[config.mk]
export PLATFORM = sky130hd
export DESIGN_NAME = i2c_wm8731_master_flat
export DESIGN_NICKNAME = d
export VERILOG_FILES = /design/src/rtl/i2c_pkg.sv /design/src/rtl/i2c_wm8731_master_if.sv /design/src/rtl/i2c_quarter_tick.sv /design/src/rtl/i2c_wm8731_master.sv /design/src/flat_wrapper.sv
export SDC_FILE = /design/constraint.sdc
export NUM_CORES = 1
export LEC_CHECK = 0
export ABC_CLOCK_PERIOD_IN_PS = 2200
export CORE_UTILIZATION = 51
export CTS_BUF_LIST = sky130_fd_sc_hd__clkbuf_8 sky130_fd_sc_hd__clkbuf_16
export DETAILED_ROUTE_END_ITERATION = 8
export PLACE_DENSITY = 0.76
export SLEW_MARGIN = 15
export SYNTH_ARGS = -nofsm -noshare
export SYNTH_HDL_FRONTEND = slang
export SYNTH_SLANG_ARGS = --single-unit
export TNS_END_PERCENT = 20
[constraint.sdc]
create_clock -name clk_i2c -period 2.2 [get_ports clk_i2c]
set_clock_uncertainty 0.05 [all_clocks]
set_input_delay 0.44 -clock clk_i2c [delete_from_list [all_inputs] [get_ports clk_i2c]]
set_output_delay 0.44 -clock clk_i2c [all_outputs]
set_load 0.01 [all_outputs]
[src/rtl/i2c_pkg.sv]
// Shared types, constants and pin-level decode for the WM8731 I2C write engine.
package i2c_pkg;

  typedef enum logic [2:0] {IDLE, START, BIT, ACK, STOP, DONE} i2c_state_e;

  typedef logic [1:0] quarter_t;

  localparam logic [6:0]  WM8731_ADDR = 7'h1A;
  localparam int unsigned I2C_BYTES   = 3;
  localparam int unsigned DATA_W      = 16;
  localparam int unsigned FRAME_W     = 24;

  // SCL level and SDA pull-down for a given state/quarter; returns {scl, sda_low}.
  function automatic logic [1:0] pin_levels(input i2c_state_e st, input quarter_t q,
                                            input logic bit_val);
    logic scl;
    logic sda_low;
    scl     = 1'b1;
    sda_low = 1'b0;
    case (st)
      START: begin
        scl     = (q != 2'd3);
        sda_low = (q >= 2'd2);
      end
      BIT: begin
        scl     = (q == 2'd1) || (q == 2'd2);
        sda_low = ~bit_val;
      end
      ACK: begin
        scl     = (q == 2'd1) || (q == 2'd2);
        sda_low = 1'b0;
      end
      STOP: begin
        scl     = (q != 2'd0);
        sda_low = (q != 2'd3);
      end
      default: begin
        scl     = 1'b1;
        sda_low = 1'b0;
      end
    endcase
    return {scl, sda_low};
  endfunction

endpackage

[src/rtl/i2c_wm8731_master_if.sv]
// Sequencer-facing handshake between the codec configuration sequencer and the I2C engine.
interface i2c_wm8731_master_if;
  import i2c_pkg::*;

  logic              start_i;
  logic [DATA_W-1:0] data_i;
  logic              busy_o;
  logic              done_o;
  logic              nack_o;

  modport master (output start_i, output data_i, input busy_o, input done_o, input nack_o);
  modport slave  (input start_i, input data_i, output busy_o, output done_o, output nack_o);

endinterface

[src/rtl/i2c_quarter_tick.sv]
// DIV-cycle prescaler and 2-bit quarter counter pacing the SCL waveform.
module i2c_quarter_tick
  import i2c_pkg::*;
#(
  parameter int unsigned DIV = 4
) (
  input  logic     clk_i2c,
  input  logic     reg_rstn,
  input  logic     en,
  input  logic     clr,
  output quarter_t q,
  output logic     tick_c
);

  localparam int unsigned CNT_W = 8;

  logic [CNT_W-1:0] div_cnt;

  assign tick_c = en && (div_cnt == CNT_W'(DIV - 1));

  // Count DIV cycles per quarter; clear realigns both counters on a new transfer.
  always_ff @(posedge clk_i2c or negedge reg_rstn) begin
    if (!reg_rstn) begin
      div_cnt <= '0;
      q       <= '0;
    end else if (clr) begin
      div_cnt <= '0;
      q       <= '0;
    end else if (en) begin
      if (tick_c) begin
        div_cnt <= '0;
        q       <= q + 2'd1;
      end else begin
        div_cnt <= div_cnt + CNT_W'(1);
      end
    end
  end

endmodule

[src/rtl/i2c_wm8731_master.sv]
// Write-only single-master I2C engine: sends {DEV_ADDR,W}, data[15:8], data[7:0] with ACK checks.
module i2c_wm8731_master
  import i2c_pkg::*;
#(
  parameter int unsigned DIV      = 4,
  parameter logic [6:0]  DEV_ADDR = WM8731_ADDR
) (
  input  logic                clk_i2c,
  input  logic                reg_rstn,
  i2c_wm8731_master_if.slave  bus,
  output logic                scl_o,
  output logic                sda_low_o,
  input  logic                sda_i
);

  i2c_state_e         state;
  logic [FRAME_W-1:0] shift;
  logic [2:0]         bit_cnt;
  logic [1:0]         byte_cnt;
  logic               busy_r;
  logic               done_r;
  logic               nack_r;

  quarter_t q;
  quarter_t q_n;
  logic     tick_c;
  logic     tick_en;
  logic     accept;
  logic     q_end;

  assign accept  = (state == IDLE) && bus.start_i;
  assign tick_en = (state == START) || (state == BIT) || (state == ACK) || (state == STOP);
  assign q_end   = tick_c && (q == 2'd3);
  assign q_n     = tick_c ? q + 2'd1 : q;

  assign bus.busy_o = busy_r;
  assign bus.done_o = done_r;
  assign bus.nack_o = nack_r;

  i2c_quarter_tick #(.DIV(DIV)) u_tick (
    .clk_i2c  (clk_i2c),
    .reg_rstn (reg_rstn),
    .en       (tick_en),
    .clr      (accept),
    .q        (q),
    .tick_c   (tick_c)
  );

  // Transfer FSM; pins are registered from the state/quarter being entered so they align with it.
  always_ff @(posedge clk_i2c or negedge reg_rstn) begin
    if (!reg_rstn) begin
      state     <= IDLE;
      shift     <= '0;
      bit_cnt   <= '0;
      byte_cnt  <= '0;
      busy_r    <= 1'b0;
      done_r    <= 1'b0;
      nack_r    <= 1'b0;
      scl_o     <= 1'b1;
      sda_low_o <= 1'b0;
    end else begin
      done_r <= 1'b0;
      case (state)
        IDLE: begin
          {scl_o, sda_low_o} <= pin_levels(IDLE, 2'd0, 1'b0);
          if (accept) begin
            state              <= START;
            shift              <= {DEV_ADDR, 1'b0, bus.data_i};
            bit_cnt            <= 3'd7;
            byte_cnt           <= 2'd0;
            busy_r             <= 1'b1;
            nack_r             <= 1'b0;
            {scl_o, sda_low_o} <= pin_levels(START, 2'd0, 1'b0);
          end
        end
        START: begin
          if (q_end) begin
            state              <= BIT;
            {scl_o, sda_low_o} <= pin_levels(BIT, 2'd0, shift[FRAME_W-1]);
          end else begin
            {scl_o, sda_low_o} <= pin_levels(START, q_n, 1'b0);
          end
        end
        BIT: begin
          if (q_end) begin
            shift <= {shift[FRAME_W-2:0], 1'b0};
            if (bit_cnt == 3'd0) begin
              state              <= ACK;
              {scl_o, sda_low_o} <= pin_levels(ACK, 2'd0, 1'b0);
            end else begin
              bit_cnt            <= bit_cnt - 3'd1;
              {scl_o, sda_low_o} <= pin_levels(BIT, 2'd0, shift[FRAME_W-2]);
            end
          end else begin
            {scl_o, sda_low_o} <= pin_levels(BIT, q_n, shift[FRAME_W-1]);
          end
        end
        ACK: begin
          // Sample the slave's ACK at the end of the second SCL-high quarter.
          if (tick_c && (q == 2'd2) && sda_i) begin
            nack_r <= 1'b1;
          end
          if (q_end) begin
            if (!nack_r && (byte_cnt < 2'(I2C_BYTES - 1))) begin
              state              <= BIT;
              byte_cnt           <= byte_cnt + 2'd1;
              bit_cnt            <= 3'd7;
              {scl_o, sda_low_o} <= pin_levels(BIT, 2'd0, shift[FRAME_W-1]);
            end else begin
              state              <= STOP;
              {scl_o, sda_low_o} <= pin_levels(STOP, 2'd0, 1'b0);
            end
          end else begin
            {scl_o, sda_low_o} <= pin_levels(ACK, q_n, 1'b0);
          end
        end
        STOP: begin
          if (q_end) begin
            state              <= DONE;
            {scl_o, sda_low_o} <= pin_levels(DONE, 2'd0, 1'b0);
          end else begin
            {scl_o, sda_low_o} <= pin_levels(STOP, q_n, 1'b0);
          end
        end
        DONE: begin
          state  <= IDLE;
          busy_r <= 1'b0;
          done_r <= ~nack_r;
        end
        default: begin
          state              <= IDLE;
          busy_r             <= 1'b0;
          {scl_o, sda_low_o} <= pin_levels(IDLE, 2'd0, 1'b0);
        end
      endcase
    end
  end

endmodule

[src/flat_wrapper.sv]
// flat-port wrapper written by rule: the top's interface ports become plain ports
module i2c_wm8731_master_flat import i2c_pkg::*;
#(
  parameter int unsigned DIV      = 4,
  parameter logic [6:0]  DEV_ADDR = WM8731_ADDR
)
  (clk_i2c, reg_rstn, scl_o, sda_low_o, sda_i, bus_start_i, bus_data_i, bus_busy_o, bus_done_o, bus_nack_o);
  i2c_wm8731_master_if bus_i ();
  input  logic clk_i2c;
  input  logic reg_rstn;
  output logic scl_o;
  output logic sda_low_o;
  input  logic sda_i;
  input wire logic [$bits(bus_i.start_i)-1:0] bus_start_i;
  input wire logic [$bits(bus_i.data_i)-1:0] bus_data_i;
  output wire logic [$bits(bus_i.busy_o)-1:0] bus_busy_o;
  output wire logic [$bits(bus_i.done_o)-1:0] bus_done_o;
  output wire logic [$bits(bus_i.nack_o)-1:0] bus_nack_o;
  assign bus_i.start_i = bus_start_i;
  assign bus_i.data_i = bus_data_i;
  assign bus_busy_o = bus_i.busy_o;
  assign bus_done_o = bus_i.done_o;
  assign bus_nack_o = bus_i.nack_o;
  i2c_wm8731_master #(.DIV(DIV), .DEV_ADDR(DEV_ADDR)) u_core (.clk_i2c(clk_i2c), .reg_rstn(reg_rstn), .bus(bus_i), .scl_o(scl_o), .sda_low_o(sda_low_o), .sda_i(sda_i));
endmodule
# Yosys cells after proc, flatten, opt, wreduce, memory -nomap -nowiden
# Index checks and enable logic that the tools add are counted.
[totals]
regBits = 47
out_inout_bits = 5
[op_classes]
addsub = 4
magnitude_cmp = 2
eq_ne = 20
muxes = 43
bitwise = 4
n_reduce_logical = 26
[op_table]
columns = ["cell", "count"]
rows = [
  ["24-bit two-way mux", 2],
  ["24-bit one-hot mux with 2 select lines", 1],
  ["3-bit two-way mux", 12],
  ["8-bit two-way mux", 3],
  ["3-bit one-hot mux with 5 select lines", 1],
  ["1-bit two-way mux", 12],
  ["2-bit two-way mux", 6],
  ["6-bit AND reduction", 2],
  ["2-bit by 1-bit != test with 1-bit output, second input constant", 5],
  ["2-bit != test, second input constant", 5],
  ["3-bit one-hot mux with 3 select lines", 1],
  ["8-bit by 1-bit adder with 8-bit output, second input constant", 1],
  ["8-bit by 2-bit == test with 1-bit output, second input constant", 1],
  ["2-bit nonzero test", 4],
  ["2-bit == test, second input constant", 3],
  ["3-bit by 2-bit == test with 1-bit output, second input constant", 2],
  ["3-bit == test, second input constant", 2],
  ["1-bit logical AND", 6],
  ["3-bit zero test", 2],
  ["3-bit AND reduction", 2],
  ["1-bit one-hot mux with 5 select lines", 1],
  ["2-bit by 1-bit adder with 2-bit output, second input constant", 2],
  ["1-bit logical OR", 4],
  ["1-bit NOT", 4],
  ["14 further kinds", 15],
]

# Logic depth before layout (Yosys ltp)
[logic_depth]
word_depth = 10
ltp_mapped = 10
ltp_nobuf = 10

# Cells and area by module
# From an unflattened synthesis, not the netlist that was laid out.
[hier_totals]
cells_unflattened = 246
area_unflattened_um2 = 2512.4
[modules_own_cells]
columns = ["module", "n_inst", "cells_each", "area_per_inst_um2", "seq_area_each_um2"]
rows = [
  ["i2c_wm8731_master", 1, 193, 1998.2, 927.1],
  ["i2c_quarter_tick", 1, 53, 514.2, 250.2],
]

# Worst setup path after synthesis
# Ideal clock, no wire load.
[synth_timing]
path_kind = "register to register"
from = "reg u_core.u_tick.div_cnt[0]"
to = "reg u_core.sda_low_o"
arrival_ns = 2.193
t_required_ns = 2.060
path_slack_ns = -0.133
path_stages_with_launch = 9
path_buffers = 0
synth_period_minus_slack_ns = 2.333
path_cell_list = "dfrtp_1 ha_1 nor3b_1 nand4_1 xnor2_1 inv_1 ha_1 or3_1 o2111ai_1"
[synth_between]
elab_chain_cells = 6
[synth_rtl]
columns = ["element", "line_no", "source"]
rows = [
  ["from (decl)", "i2c_quarter_tick.sv:17", "logic [CNT_W-1:0] div_cnt;"],
  ["from (signal assigned)", "i2c_quarter_tick.sv:34", "div_cnt <= div_cnt + CNT_W'(1);"],
  ["8-bit by 2-bit == test with 1-bit output (*)", "i2c_quarter_tick.sv:19", "assign tick_c = en && (div_cnt == CNT_W'(DIV - 1));"],
  ["1-bit logical AND (*)", "i2c_quarter_tick.sv:19", ""],
  ["2-bit two-way mux", "i2c_wm8731_master.sv:34", "assign q_n = tick_c ? q + 2'd1 : q;"],
  ["2-bit greater-or-equal comparator or 2-bit != test (tied branches)", "i2c_pkg.sv:23, i2c_pkg.sv:35", ""],
  ["1-bit two-way mux", "i2c_wm8731_master.sv:77", "if (q_end) begin"],
  ["1-bit one-hot mux with 5 select lines (*)", "i2c_wm8731_master.sv:63", "case (state)"],
  ["to (signal assigned)", "i2c_wm8731_master.sv:65", "{scl_o, sda_low_o} <= pin_levels(IDLE, 2'd0, 1'b0);"],
  ["to (signal assigned)", "i2c_wm8731_master.sv:79", "{scl_o, sda_low_o} <= pin_levels(BIT, 2'd0, shift[FRAME_W-1]);"],
  ["to (signal assigned)", "i2c_wm8731_master.sv:81", "{scl_o, sda_low_o} <= pin_levels(START, q_n, 1'b0);"],
  ["to (decl)", "i2c_wm8731_master.sv:12", "output logic sda_low_o,"],
]
# Mark *: on every way between the ends. The rest lies on a longest branch, timed or not.
# A chain may end at the register's enable or synchronous reset.

# Worst setup path in the final report
[layout_timing]
from = "reg u_core.state[1]"
to = "reg u_core.sda_low_o"
[layout_between]
elab_chain_cells = 9
[layout_rtl]
columns = ["element", "line_no", "source"]
rows = [
  ["from (decl)", "i2c_wm8731_master.sv:16", "i2c_state_e state;"],
  ["from (signal assigned)", "i2c_wm8731_master.sv:52", "state <= IDLE;"],
  ["from (signal assigned)", "i2c_wm8731_master.sv:67", "state <= START;"],
  ["from (signal assigned)", "i2c_wm8731_master.sv:78", "state <= BIT;"],
  ["3-bit by 1-bit == test with 1-bit output or 3-bit by 2-bit == test with 1-bit output (tied branches)", "i2c_wm8731_master.sv:32, i2c_wm8731_master.sv:63", ""],
  ["1-bit logical OR (3 in series)", "i2c_wm8731_master.sv:32", "assign tick_en = (state == START) || (state == BIT) || (state == ACK) || (state == STOP);"],
  ["1-bit logical AND", "i2c_quarter_tick.sv:19", ""],
  ["2-bit two-way mux", "i2c_wm8731_master.sv:34", ""],
  ["2-bit greater-or-equal comparator or 2-bit != test (tied branches)", "i2c_pkg.sv:23, i2c_pkg.sv:35", ""],
  ["1-bit two-way mux", "i2c_wm8731_master.sv:77", ""],
  ["1-bit one-hot mux with 5 select lines", "i2c_wm8731_master.sv:63", ""],
]
# Several ways; a longest one is shown, not always the timed one.

==> summary.txt <==
Setup path
  • Crit-path cells: or3_1 -> nand4_1 -> buf_4 -> nor2_1 -> a21o_1 -> ha_1 -> or3_1 -> o2111ai_1
  • Critical path launch point type: register
  • Most used cell, CP: or3_1
  • CP required: ~2.4 ns
  • Crit path max fanout: 7
  • CP max stage delay: about 0.40 ns
  • CP max stage cell: dfrtp_1
  • Worst setup EP type: register
  • Kind of critical path: register to register
  • Critical Path AT: ~2.2 ns

GRT
  • Pin count of the biggest net entering global routing: 48
  • GRT overflow: 0
  • Initial antenna violation count: 0
  • Number of global-route vias before repair: about 1,900
  • First-pass GRT wire length: 8493 µm
  • GR Util All Layers: 21.42%

Power and ir drop
  • Part of the power in registers: 54.9%
  • Internal power: 1.261 mW
  • Combinational fraction of design power: 3.3%
  • Part of the power in the clock network: 41.8%
  • NetSw: 0.3117 mW
  • Cell Pwr Density: 532.7 nW/µm²
  • Sw Share: 19.82%
  • Peak VDD IR: ~0.42 mV
  • Leakage power: approximately 1.4 nW

Layout
  • Fill cells: ~380
  • Layout Nets: around 330
  • Layout cells sized above 1: 13.38%
  • Most frequent cells in the layout: dfrtp_1 (46), nand2_1 (39), nor2_1 (27)
  • Most common cell after layout, fill and taps aside: dfrtp_1
  • Antenna Diode Count: 0
  • Area delta synth->final: 22.09%

Synth
  • Avg Cell Area, Syn: 9.338 µm²
  • Post-synth top area cell: dfrtp_1
  • Cell count after synthesis: 259
  • #FFs+latches synth: 47
  • Synth area leaders: dfrtp_1 (48%), mux2i_1 (7.4%), nand2_1 (6.1%)
  • Syn nets: 286
  • Yosys warnings: 0
  • Top cell type's share of synthesized area: a little under half
  • Post-synth ARST share: between 90% and 100%
  • Number of distinct library cells after synthesis: 41
  • Synth Flop Type: dfrtp_1
  • Netlist Area Pre-Place: 2419 µm²
  • Post-synth EDFFs: 0
  • Sequential area share after synthesis: 48.68%

Drt
  • 1st-iter DRT viols: 126
  • Vias per cell: 5.524
  • Drt pass-1 iters: 6
  • ANT nets after route: 0
  • Via count: between 1,500 and 2,000
  • DRC errors left: 0
  • DRT Wirelength: approximately 4800 µm
  • DR WL/cell: roughly 14 µm

Placement
  • Routability congestion estimate: roughly 0.86
  • Post-Place Setup Slack: 0.05969 ns
  • PortBufs: 24
  • Final HPWL DP: 3471 µm

Clock tree
  • CTS buffer count: 5
  • CTS clock-pin slew for the worst setup and hold paths: 0.08 ns
  • Setup repair bufs after CTS: 0
  • Post-CTS Hold Buffers: 0
  • Max clock buf depth: 2
  • TritonCTS clock tree: done
  • Cts repair resizes: 0
  • Clock H-tree levels: 2
  • CTS Sinks: 47
  • Worst-Skew Late Latency: 0.30 ns
  • Clk root buf: clkbuf_8

Timing
  • Final count of pins violating max slew: 0
  • Worst-Margin Slew: 0.5777 ns
  • FMAX: 481.8 MHz
  • Worst setup margin: 0.1247 ns
  • Hold_ws: 0.1618 ns
  • Final period util: 94.33%
  • Min Clock Period, post-route: 2.075 ns
  • Fin. Hold Viols: 0
  • # setup viols final: 0
  • RSZ-0062 raised after global routing: no
  • Relative slew slack: 61.49%
  • Final setup TNS: 0 ns

Floorplanning
  • Core Region: 4444 µm²
  • Full die area: 5022 µm²
  • I/O Pins: 25
  • Horiz. Die Dim: 70.87 µm
  • Starting density of the core: a little over half
  • Die H: 70.87 µm
  • Row cnt: 24

Status
  • Status: completed

Job
  • MaxCap Viol Count: 0

Hold path
  • Tightest Hold Check Type: input port to async pin
cell families (layout without fill, tap and decap cells):
family / after synthesis / after routing / share of synthesized area, %
fa+ha+maj: 7 / 7 / 3.621
mux: 18 / 18 / 7.449
simple gates: 113 / 113 / 22.81
xor+xnor: 8 / 8 / 2.897
buf+inv: 23 / 63 / 4.346
compound gates: 43 / 43 / 10.19
flops: 47 / 47 / 48.68
sequential cells by signal, summed over array words and instances, names as in the netlist:
| signal | count |
|---|---|
| u_core.bit_cnt | 3 |
| u_core.bus.busy_o | 1 |
| u_core.bus.done_o | 1 |
| u_core.bus.nack_o | 1 |
| u_core.byte_cnt | 2 |
| u_core.scl_o | 1 |
| u_core.sda_low_o | 1 |
| u_core.shift | 24 |
| u_core.state | 3 |
| u_core.u_tick.div_cnt | 8 |
| u_core.u_tick.q | 2 |
metal layers:
layer | track usage [%] | part of all wire [%]
met1 | 27.93 | 47
met2 | 35.58 | 48
met3 | 4.701 | 3.9
met4 | 7.333 | 0.97
met5 | 0 | 0
critical path, delay by kind of cell (launching register included):
kind / cells / cell delay (ns)
buf+inv: 1 / 0.16
compound gates: 2 / 0.25
fa+ha+maj: 1 / 0.21
flops: 1 / 0.40
simple gates: 4 / 0.92
synth_stat cells, types with 5 or more instances:
master    number
dfrtp_1       46
nand2_1       39
nor2_1        27
o21ai_1       19
mux2i_1       18
nand3_1       11
nor3_1         9
inv_1          8
ha_1           7
buf_2          6
a21oi_1        5
a31oi_1        5
clkbuf_1       5
nand4_1        5
o21ai_0        5
xor2_1         5
final cells by class:
class                           count  area [µm²]  share of cell area, %
Sequential cell                    47        1177                  39.87
Inverter                           10       37.54                  1.271
Multi-Input combinational cell    189        1162                  39.36
Clock inverter                      2       35.03                  1.186
Timing Repair Buffer               45       392.9                  13.31
Tap cell                           52       65.06                  2.203
Clock buffer                        6       82.58                  2.797
power by group through the flow:
stage	sequential, mW	combinational (mW)	clock (mW)
6_report	0.863	0.0519	0.658
5_1_grt	0.863	0.0588	0.704
4_1_cts	0.863	0.0538	0.672
3_5_place_dp	0.880	0.0537	0
3_3_place_gp	0.880	0.0535	0
2_1_floorplan	0.881	0.00137	0
stage by stage:
step	cells	utilization (%)	cell area (µm²)	power [mW]
6_report	351	66.44	2953	1.573
2_1_floorplan	259	-	2440	0.8819
3_5_place_dp	343	63.80	2835	0.9340
5_1_grt	351	66.44	2953	1.627
4_1_cts	351	66.44	2953	1.589
3_3_place_gp	343	63.80	2835	0.9338
final timing paths:
kind                            depth (start not counted)                        to              from  slack (ns)
worst max register to register                          8          u_core.sda_low_o   u_core.state[1]        0.12
min in group clk_i2c                                    2          u_core.shift[22]  u_core.shift[21]        0.43
worst min register to register                          2          u_core.shift[22]  u_core.shift[21]        0.43
worst min-delay path                                    2  u_core.u_tick.div_cnt[4]          reg_rstn        0.16
worst max-delay path                                    8          u_core.sda_low_o   u_core.state[1]        0.12
max in group asynchronous                               2          u_core.sda_low_o          reg_rstn        1.54
No activity file was read; power rests on OpenSTA's default activity.
==> RTL change, RTL diff (same flow settings) <==
Set the localparam `CNT_W` of `i2c_quarter_tick` to 10 (it was 8).
--- a/src/rtl/i2c_quarter_tick.sv
+++ b/src/rtl/i2c_quarter_tick.sv
@@ -13,5 +13,5 @@
 );
 
-  localparam int unsigned CNT_W = 8;
+  localparam int unsigned CNT_W = 10;
 
   logic [CNT_W-1:0] div_cnt;
Function: no difference found for any inputs over 10 cycles, from zero or initial values and one cycle with reg_rstn low; that may be too few to reach the edited logic, so the function may still have changed.
==> RTL change against the original RTL <==
Sequential cell count is 2 higher. Area after synthesis is 9.8% higher. Final area up 7.9%. Worst hold slack better by 0.0048 ns. Highest routed layer unchanged. Routed wire length is 12% higher. Largest cell class is now multi-input gates. Final cell count is 5.1% higher. Worst setup slack lost 0.067 ns. Core utilization shrank 1.2 points. Global-route usage about the same.
Power is not compared: it rests on default switching activity, and its combinational part moved more than twofold at a synthesized area within 25%.
==> RTL change: results (changes against the original RTL) <==
- GPL Wtd Cong: 0.8403 (-2.8%)
- Dpl ws: 0.04501 ns (-0.01468 ns)
- Class of the worst hold path: in2async
- YS warnings: 0 (unchanged)
- Actual slew at the worst max-slew pin: 0.6053 ns (+0.02762 ns)
- Sequential share of the synthesized area: 46.23% (-2.5 points)
- Max Buffers Root-to-Sink: 2 (unchanged)
- Critical Path AT: 2.34 ns (+0.10 ns)
- Critical path's largest stage delay: 0.45 ns (+0.05 ns)
- Post-synth ARST share: 100.0% (unchanged)
- Vias: 2109 (+8.8%)
- Nets: 327 (+0.62%)
- Global-route wire length before repair: 8811 um (+3.7%)
- CP endpoint: u_core.scl_o
- Final wirelength: 5341 um (+12%)
- Core Box Area: 4880 um2 (+9.8%)
- DRT iter0 DRCs: 165 (+31%)
- R2R Path Start: u_core.u_tick.div_cnt[8]
- Crit-path slowest cell: dfrtp_2
- Logic inverters: 8 (-2)
- Drt pass-1 iters: 4 (-2)
- Synth Area in Compound Gates: 20.97% (+11 points)
- Fmax: 466.7 MHz (-3.1%)
- Reg2Reg Setup Slack: 0.06 ns (-0.07 ns)
- Synth Area in XOR/XNOR: 1.320% (-1.6 points)
- Vias in the first global route: 1970 (+4.0%)
- Final clock-cell share: 3.181% (-0.80 points)
- Status: completed
- Cts bufs inserted: 5 (unchanged)
- # fillers: 411 (+8.4%)
- Reg clk slew, reported paths: roughly 0.090 ns
- HPWL after detailed placement: 3688 um (+6.2%)
- Multi-In Gates: 193 (+2.1%)
- # clk buffers: 7 (+1)
- GRT Util Overall: 21.46% (+0.036 points)
- Post-synth net total: 289 (+1.0%)
- Largest net degree at the start of global routing: 50 (+4.2%)
- Share of layout cells above drive strength 1: 20.20% (+6.8 points)
- Post-synth top cells: dfrtp_1, nand2_1, mux2i_1
- Port Buf Inserts: 24 (unchanged)
- Synth Area in Adders: 2.828% (-0.79 points)
- Cell depth of the worst flop-to-flop path: 9 (+1)
- Layout sequential cell count: 49 (+4.3%)
- Bufs w/o clock: 44 (-2.2%)
- Register area: 1229 um2 (+4.4%)
- Cell family with the largest share of critical-path delay: compound AO/OA/AOI/OAI gates
- Largest cells by area after synthesis: dfrtp_1, mux2i_1, o21ai_2
- Fraction of area in multi-input gates: 42.18% (+2.8 points)
- Non-clock buffer share: 12.49% (-0.81 points)
- Cell variety after synth: 51 (+24%)
- Largest registers: u_core.shift x24, u_core.u_tick.div_cnt x10
- Worst path bufs/invs: 0 (-1)
- Max FO, Critical Path: 4 (-3)
- Mux contribution to synthesized area: 6.032% (-1.4 points)
RTL change: how the worst min path moves through the flow:
stage	cells past startpoint	endpoint	from	slack, ns
2_1_floorplan	0	u_core.bit_cnt[0]	reg_rstn	0.09
6_report	2	u_core.bus.busy_o	reg_rstn	0.17
3_3_place_gp	2	u_core.shift[2]	u_core.shift[2]	0.41
5_1_grt	2	u_core.bit_cnt[0]	reg_rstn	0.22
3_5_place_dp	2	u_core.shift[13]	u_core.shift[13]	0.42
4_1_cts	2	u_core.shift[13]	reg_rstn	0.19
RTL change: routing by layer:
| metal | global-route usage [%] | vias to the layer above | part of all wire (%) |
|---|---|---|---|
| li1 | - | 1038 | - |
| met1 | 27.69 | 1016 | 47 |
| met2 | 34.14 | 46 | 47 |
| met3 | 5.285 | 9 | 4.2 |
| met4 | 9.829 | 0 | 2.1 |
| met5 | 0 | - | 0 |
RTL change: timing repair:
| action | 4_1_cts | 5_1_grt |
|---|---|---|
| gates resized for setup | 0 | 7 |
| endpoints found under the setup margin | 0 | 5 |
| buffers inserted | 0 | 0 |
RTL change: cells by family (layout without fill, tap and decap cells):
group | Yosys count | after routing
buffers and inverters | 21 | 60
and+or+nand+nor | 92 | 92
adders and majority gates | 6 | 6
xor gates and xnor gates | 4 | 4
muxes | 16 | 16
DFF | 49 | 49
AOI/OAI and AO/OA | 75 | 75
RTL change: stage by stage:
step	hold slack [ns]	area, um2	cells	power [uW]
5_1_grt	0.2188	3186	369	2724
4_1_cts	0.1883	3153	369	2567
3_3_place_gp	0.4085	3052	361	1952
6_report	0.1665	3186	369	2575
3_5_place_dp	0.4203	3052	361	1978
2_1_floorplan	0.09441	2663	263	1732
RTL change: power by group:
group	internal (uW)	total, uW	switching (uW)
Clock	285	590	305
Sequential	1070	1160	94.6
Combinational	344	824	480
Total	1700	2580	880
